## config.mk

```make
export PLATFORM = sky130hd
export DESIGN_NAME = score_fill_ctrl
export DESIGN_NICKNAME = d
export VERILOG_FILES = /design/src/rtl/score_fill_ctrl.sv
export SDC_FILE = /design/constraint.sdc
export NUM_CORES = 1
export LEC_CHECK = 0
export CORE_AREA = 4 4 60 102
export DETAILED_ROUTE_END_ITERATION = 6
export DIE_AREA = 0 0 64 106
export DONT_BUFFER_PORTS = 1
export PLACE_DENSITY = 0.66
export RECOVER_POWER = 25
export SLEW_MARGIN = 20
export SYNTH_ARGS = -nofsm -noshare
export SYNTH_HDL_FRONTEND = slang
export SYNTH_SLANG_ARGS = --single-unit
```

## constraint.sdc

```tcl
create_clock -name clk -period 7 [get_ports clk]
set_clock_uncertainty 0.1 [all_clocks]
set_input_delay 0.7 -clock clk [delete_from_list [all_inputs] [get_ports clk]]
set_output_delay 0.7 -clock clk [all_outputs]
set_load 0.02 [all_outputs]
```

## src/rtl/score_fill_ctrl.sv

```systemverilog
`default_nettype none
// ============================================================================
// Module      : score_fill_ctrl
// Description : Sequencer for the Needleman-Wunsch score-matrix RAM subsystem.
//               On start it writes the gap-penalty borders (row 0 and
//               column 0) of the (N+1)x(N+1) matrix. It then walks the cells
//               (1,1)..(N,N) in row-major order. For each cell it:
//                 - requests the diag/up/left reads,
//                 - waits for the max unit,
//                 - commits the result.
//               It reports busy/done to the top-level NW controller.
// Revision    : 1.0 - initial release
// ----------------------------------------------------------------------------
// Parameters
//   N          sequence length; the matrix is (N+1)x(N+1)
//   BitAddr    index width parameter; index ports are [BitAddr:0]
//   GAP        gap penalty magnitude (N*GAP <= 256)
// Ports
//   clk        system clock, rising edge
//   rst        asynchronous, active-low reset
//   start      begin a fill (sampled in IDLE or DONE only)
//   signal     diag/up/left reads complete (acted on in READ only)
//   max_valid  max for current (i,j) stable (acted on in WAIT_MAX only)
//   en_init    border-init write enable
//   addr_init  border index k
//   data_init  border value -(k*GAP), 9-bit two's complement
//   en_read    read-sequence enable
//   en_ins     max-insert enable
//   we         RAM write enable
//   i, j       current cell indices
//   busy       fill in progress
//   done       fill complete (level)
// ============================================================================
module score_fill_ctrl #(
    parameter int N       = 128,
    parameter int BitAddr = $clog2(N + 1),
    parameter int GAP     = 2
) (
    input  logic             clk,
    input  logic             rst,
    input  logic             start,
    input  logic             signal,
    input  logic             max_valid,
    output logic             en_init,
    output logic [BitAddr:0] addr_init,
    output logic [8:0]       data_init,
    output logic             en_read,
    output logic             en_ins,
    output logic             we,
    output logic [BitAddr:0] i,
    output logic [BitAddr:0] j,
    output logic             busy,
    output logic             done
);

    localparam logic [BitAddr:0] c_n    = (BitAddr + 1)'(N);
    localparam logic [BitAddr:0] c_one  = (BitAddr + 1)'(1);
    localparam logic [BitAddr:0] c_zero = '0;

    typedef enum logic [2:0] {
        S_IDLE     = 3'd0,
        S_INIT     = 3'd1,
        S_READ     = 3'd2,
        S_WAIT_MAX = 3'd3,
        S_WRITE    = 3'd4,
        S_NEXT     = 3'd5,
        S_DONE     = 3'd6
    } state_t;

    // ------------------------------------------------------------------
    // State and datapath registers
    // ------------------------------------------------------------------
    state_t           r_state;
    logic [BitAddr:0] r_k;
    // 0: row-0 write of the current k, 1: column-0 write. The score
    // subsystem picks row/column with its own hit toggle, so this bit
    // only counts the two cycles spent on each k.
    logic             r_phase;
    logic [BitAddr:0] r_i;
    logic [BitAddr:0] r_j;

    // Registered outputs
    logic             r_en_init;
    logic [BitAddr:0] r_addr_init;
    logic [8:0]       r_data_init;
    logic             r_en_read;
    logic             r_en_ins;
    logic             r_we;
    logic             r_busy;
    logic             r_done;

    // ------------------------------------------------------------------
    // Next-state values
    // ------------------------------------------------------------------
    state_t           w_state_next;
    logic [BitAddr:0] w_k_next;
    logic             w_phase_next;
    logic [BitAddr:0] w_i_next;
    logic [BitAddr:0] w_j_next;

    logic             w_en_init_next;
    logic             w_en_read_next;
    logic             w_en_ins_next;
    logic             w_we_next;
    logic             w_busy_next;
    logic             w_done_next;
    logic [8:0]       w_data_next;

    always_comb begin
        w_state_next = r_state;
        w_k_next     = r_k;
        w_phase_next = r_phase;
        w_i_next     = r_i;
        w_j_next     = r_j;

        case (r_state)
            S_IDLE, S_DONE: begin
                if (start) begin
                    w_state_next = S_INIT;
                    w_k_next     = c_zero;
                    w_phase_next = 1'b0;
                    w_i_next     = c_zero;
                    w_j_next     = c_zero;
                end
            end

            S_INIT: begin
                if (!r_phase) begin
                    w_phase_next = 1'b1;
                end else begin
                    w_phase_next = 1'b0;
                    if (r_k == c_n) begin
                        w_state_next = S_READ;
                        w_i_next     = c_one;
                        w_j_next     = c_one;
                    end else begin
                        w_k_next = r_k + c_one;
                    end
                end
            end

            // signal is acted on here only. A max_valid arriving in the
            // same cycle is dropped; the PE must raise it again in WAIT_MAX.
            S_READ: begin
                if (signal) begin
                    w_state_next = S_WAIT_MAX;
                end
            end

            S_WAIT_MAX: begin
                if (max_valid) begin
                    w_state_next = S_WRITE;
                end
            end

            S_WRITE: begin
                w_state_next = S_NEXT;
            end

            // Indices advance only on the way back to READ, so they stay
            // at (N,N) in DONE and never wrap.
            S_NEXT: begin
                if (r_j < c_n) begin
                    w_j_next     = r_j + c_one;
                    w_state_next = S_READ;
                end else if (r_i < c_n) begin
                    w_i_next     = r_i + c_one;
                    w_j_next     = c_one;
                    w_state_next = S_READ;
                end else begin
                    w_state_next = S_DONE;
                end
            end

            default: begin
                w_state_next = S_IDLE;
            end
        endcase

        // Moore outputs are decoded from the next state and registered,
        // so each enable appears in the same cycle as its state.
        w_en_init_next = (w_state_next == S_INIT);
        w_en_read_next = (w_state_next == S_READ);
        w_en_ins_next  = (w_state_next == S_WRITE);
        w_we_next      = (w_state_next == S_INIT) || (w_state_next == S_WRITE);
        w_busy_next    = (w_state_next != S_IDLE) && (w_state_next != S_DONE);
        w_done_next    = (w_state_next == S_DONE);

        // -(k*GAP) in 9-bit two's complement. k=0 yields 0.
        w_data_next    = 9'(~(32'(w_k_next) * 32'(GAP)) + 32'd1);
    end

    // ------------------------------------------------------------------
    // Sequential logic
    // ------------------------------------------------------------------
    always_ff @(posedge clk or negedge rst) begin
        if (!rst) begin
            r_state     <= S_IDLE;
            r_k         <= c_zero;
            r_phase     <= 1'b0;
            r_i         <= c_zero;
            r_j         <= c_zero;
            r_en_init   <= 1'b0;
            r_addr_init <= c_zero;
            r_data_init <= 9'd0;
            r_en_read   <= 1'b0;
            r_en_ins    <= 1'b0;
            r_we        <= 1'b0;
            r_busy      <= 1'b0;
            r_done      <= 1'b0;
        end else begin
            r_state     <= w_state_next;
            r_k         <= w_k_next;
            r_phase     <= w_phase_next;
            r_i         <= w_i_next;
            r_j         <= w_j_next;
            r_en_init   <= w_en_init_next;
            r_addr_init <= w_k_next;
            r_data_init <= w_data_next;
            r_en_read   <= w_en_read_next;
            r_en_ins    <= w_en_ins_next;
            r_we        <= w_we_next;
            r_busy      <= w_busy_next;
            r_done      <= w_done_next;
        end
    end

    assign en_init   = r_en_init;
    assign addr_init = r_addr_init;
    assign data_init = r_data_init;
    assign en_read   = r_en_read;
    assign en_ins    = r_en_ins;
    assign we        = r_we;
    assign i         = r_i;
    assign j         = r_j;
    assign busy      = r_busy;
    assign done      = r_done;

endmodule
`default_nettype wire

```

* Yosys cells after proc, flatten, opt, wreduce, memory -nomap -nowiden
Cells that the tools add are included.
** Storage, ports and cells
- Output and inout bits :: 42
- Word-level logic and storage cells :: 71
- Input port bits :: 5
- Register bits :: 46
** Operators by class
- Bitwise operators :: 1
- Mux-type cells :: 24
- Reduce and logical (&&, ||, !) cells :: 10
- Magnitude comparators :: 2
- Add/subtract/negate cells :: 4
- Equality and inequality tests :: 18
** Operators by type and width (count)
- $mux 9 :: 10
- $pmux 9 s3 :: 2
- $add 9x1->9 const B :: 4
- $mux 3 :: 7
- $lt 9x8->1 const B :: 2
- $pmux 3 s6 :: 1
- $pmux 9 s2 :: 1
- $eq 3x3->1 const B :: 5
- $ne 2x2->1 const B :: 5
- $eq 3x2->1 const B :: 3
- $eq 9x8->1 const B :: 1
- $not 9->9 :: 1
- $eq 3x1->1 const B :: 2
- $ne 3x3->1 const B :: 2
- $reduce_and 6->1 :: 1
- $reduce_bool 3->1 :: 2
- $reduce_and 5->1 :: 1
- $logic_not 3->1 :: 1
- $mux 1 :: 2
- $pmux 1 s2 :: 1
- $reduce_and 2->1 :: 1
- $reduce_bool 2->1 :: 1
- $reduce_or 2->1 :: 1
- $logic_and 1x1->1 :: 1
- $logic_or 1x1->1 :: 1

* Depth between registers and ports, before layout
- Depth in word-level cells :: 6
- Mapped depth :: 12
- Mapped depth without buffers :: 12

* Worst setup path before layout
OpenSTA, ideal clock, no wires.
- Path type :: reg2reg
- Start point :: reg, netlist name data_init[1]
- End point :: reg r_data_init[8] (netlist: data_init[8])
- Period minus slack after synthesis :: 2.406 ns
- Buffers on the path :: 0
- Setup slack :: 4.594 ns
- Required time :: 6.820 ns
- Data arrival time :: 2.226 ns
- Cell stages (with the launch flop) :: 9
- Setup time :: 0.080 ns
- Cells stage by stage :: dfrtp_1 > inv_1 > ha_1 > nand4bb_1 > o21ai_1 > or4_1 > a31o_2 > nor4_4 > xnor2_1
** RTL lines
- end signal: assignment :: line 219 : r_data_init <= w_data_next;
- end: declaration :: line 85 : logic [8:0] r_data_init;

==> metrics.md <==
| Metric | Value |
|---|---|
| Fin crit share | 42.9% |
| Worst setup EP type | flop |
| Setup repair after global routing missed its margin | false |
| I/O pin count | 47 |
| Die area | 6780 um2 |
| Number of inserted diodes | 0 |
| Vias post-DR | roughly 1800 |
| Area Growth Syn to Fin | 6.53% |
| Largest cells by area after synthesis | dfrtp_1 48%, o21ai_0 5.2%, nand2_1 3.8%, nor2_1 3.4%, ha_1 2.7% |
| CP max FO | 10 |
| Fin nets | between 200 and 250 |
| Final ANT Viol Nets | 0 |
| Synthesized Nets | around 250 |
| Clk buf depth | 2 |
| WL/cell | 16.8 um |
| Number of CTS-inserted buffers | 5 |
| Max_slew headroom | -54.9% |
| Vias in the first global route | 1828 |
| Power Dens Cells | 392 nW/um2 |
| Failing checks | max-capacitance violations, max-slew violations |
| Crit path kind | reg -> reg |
| Post-Synthesis Cell Area | 2300 um2 |
| CP Launch Type | flop |
| Seq pwr share | 46.4% |
| First-pass GRT wire length | 9070 um |
| Yosys reg bits | 44 |
| Hold Path Class | in -> reg |
| FP Rows | 35 |
| Max-slew violation count | 45 |
| Pwr Total | 960 uW |
| Hold_ws | 0.517 ns |
| Setup TNS | 0 ns |
| Initial DRC Count | 70 |
| Final Hold Viols | 0 |
| Post-CTS Setup Bufs | 0 |
| Die Height | 106 um |
| TritonCTS clock tree | built |
| Area after DPL | between 2000 and 2500 um2 |
| Clock latency on the worst-skew pair | between 0.2 and 0.3 ns |
| Slew @ Worst Pin | 2.32 ns |
| Clk slew on worst S/H paths | 0.08 ns |
| IO Port Bufs | 0 |
| Final Setup Violations | 0 |
| P_sw | roughly 420 uW |
| Mean Syn Cell Area | between 9 and 10 um2 |
| Synth Warn # | 0 |
| Worst vdd ir | roughly 0.25 mV |
| Cells after DPL | a little over 300 |
| Detailed placement HPWL | 3850 um |
| Max Cap Viol | 1 |
| Core area | 5300 um2 |
| CTS H-tree lvls | 2 |
| CTS sink count | 44 |
| Overflow after GRT | 0 |
| Commonest non-fill, non-tap cell in the layout | dfrtp_1 |
| Async set-reset flop share out of synthesis | 100% |
| Int Power | approximately 540 uW |
| Sequential fraction of the synthesis area | roughly 48% |
| Initial Utilization | between 40% and 50% |
| Largest net degree at the start of global routing | between 40 and 50 |
| Fin cells | about 310 |
| Antenna violations before repair | 0 |
| First drt pass iteration count | 4 |
| Routed wire length | 5230 um |
| Comb power frac | 36.0% |
| Post-layout minimum cycle time | 3.00 ns |
| Primary FF master, synth | dfrtp_1 |
| WP data required | around 7 ns |
| DIE WIDTH | 64 um |
| Clk pwr share | around 18% |
| Post-synth EDFFs | 0 |
| Commonest cells after routing, fill and taps aside | 44 x dfrtp_1, 24 x o21ai_0, 23 x nand2_1 |
| GRT Total Usage | approximately 17% |
| Status | finished, violations left |
| Cell count after synthesis | about 240 |
| Final GP Congestion | 0.873 |
| Synth top area share | between 40% and 50% |
| Fmax | 0.333 GHz |
| Layout cell share with drive strength beyond 1 | 8.86% |
| Net Sw Frac | a little over two fifths |
| Clock root cell | clkbuf_8 |
| DRC viols | 0 |
| Leak | ~1.1 nW |
| Data arrival, critical path | 3.11 ns |
| Yosys top cell by area | dfrtp_1 |
| Synth unique cells | 54 |
| Post-route cell area | roughly 2400 um2 |
| Routed vias/inst | about 5.8 |
## final timing paths
path | from | endpoint | slack (ns) | cells past startpoint
worst max-delay path | data_init[1] | data_init[7] | 4.00 | 11
worst min-delay path | max_valid | en_ins | 0.52 | 2
worst max register to register | data_init[1] | data_init[7] | 4.00 | 11
worst min register to register | i[1] | i[1] | 0.56 | 2
max in group asynchronous | rst | data_init[7] | 4.47 | 1
min in group asynchronous | rst | i[4] | 1.00 | 1
## layout make-up
cell class / instances / area, um2
clock buffer: 7 / 96.3
inverter: 9 / 33.8
fill: 517 / 2850
sequential: 44 / 1100
multi-input combinational: 176 / 1120
timing repair buffer: 1 / 3.75
tap: 74 / 92.6
## cell families (layout without fill, tap and decap cells)
logic type	count (synthesis)	after routing	synth area share (%)
AOI/OAI and AO/OA	70	70	21.1
muxes	1	1	0.436
other	1	1	0.163
xor gates and xnor gates	8	8	3.05
adders and majority gates	5	5	2.72
buffers and inverters	17	17	3.32
DFF	44	44	47.9
and+or+nand+nor	91	91	21.3
## power groups by stage
stage | Clock (mW) | Sequential [mW] | Combinational (mW)
5_1_grt | 0.186 | 0.458 | 0.397
3_3_place_gp | 0 | 0.450 | 0.335
3_5_place_dp | 0 | 0.450 | 0.343
2_1_floorplan | 0 | 0.414 | 0.298
6_report | 0.169 | 0.445 | 0.345
4_1_cts | 0.176 | 0.446 | 0.351
## worst max-delay path, cell delays in order, from the launching register on
cell and delay (ns):
dfrtp_1 0.75, inv_1 0.12, ha_1 0.25, nand4bb_1 0.29
nor2_1 0.09, nor2_1 0.14, o21ai_0 0.12, a32oi_1 0.28
ha_1 0.25, nand2_1 0.07, nor4_1 0.26, xnor2_1 0.18
## state kept, by name (all words and copies together), names as in the netlist
register / flops
en_ins: 1
j: 9
we: 1
busy: 1
data_init: 8
addr_init: 8
done: 1
r_state: 3
i: 9
en_read: 1
en_init: 1
r_phase: 1
## cells in the mapped netlist, types with 2 or more instances
cell and n:
nor3_1 6, ha_1 5, nor4_1 2, or2_2 2, nand2_1 23, and2_1 3, o22ai_1 2, o31ai_1 4
a22o_1 3, nor2b_1 2, nor2_1 21, nand3_1 9, a41oi_1 3, inv_1 9, o31a_1 2, o21ai_0 24
a21o_1 5, dfrtp_1 44, a21oi_1 9, buf_4 3, and3_1 5, clkbuf_1 4, and4_1 2, a31o_2 2
nand2b_1 5, xnor2_1 7, a211oi_1 2, o21ai_1 3
## what timing repair did
action	CTS	global route
endpoints found under the setup margin	0	0
gates resized for setup	0	0
endpoints found under the hold margin	44	0
hold buffers	1	0
## metrics by stage
stage                     setup WS, ns  utilization, %
after floorplan                   4.59               -
after global placement            4.15            44.3
after detailed placement          4.02            44.3
after CTS                         4.01            46.7
after global routing              3.64            46.2
final                             4.00            46.2
## routing by layer
| metal | track usage (%) | up-vias | wire length (um) |
|---|---|---|---|
| li1 | - | 862 | - |
| met1 | 18.4 | 874 | 1960 |
| met2 | 29.5 | 51 | 2820 |
| met3 | 5.50 | 8 | 332 |
| met4 | 6.49 | 0 | 122 |
| met5 | 0 | - | 0 |
Power figures use the tool's default switching activity.
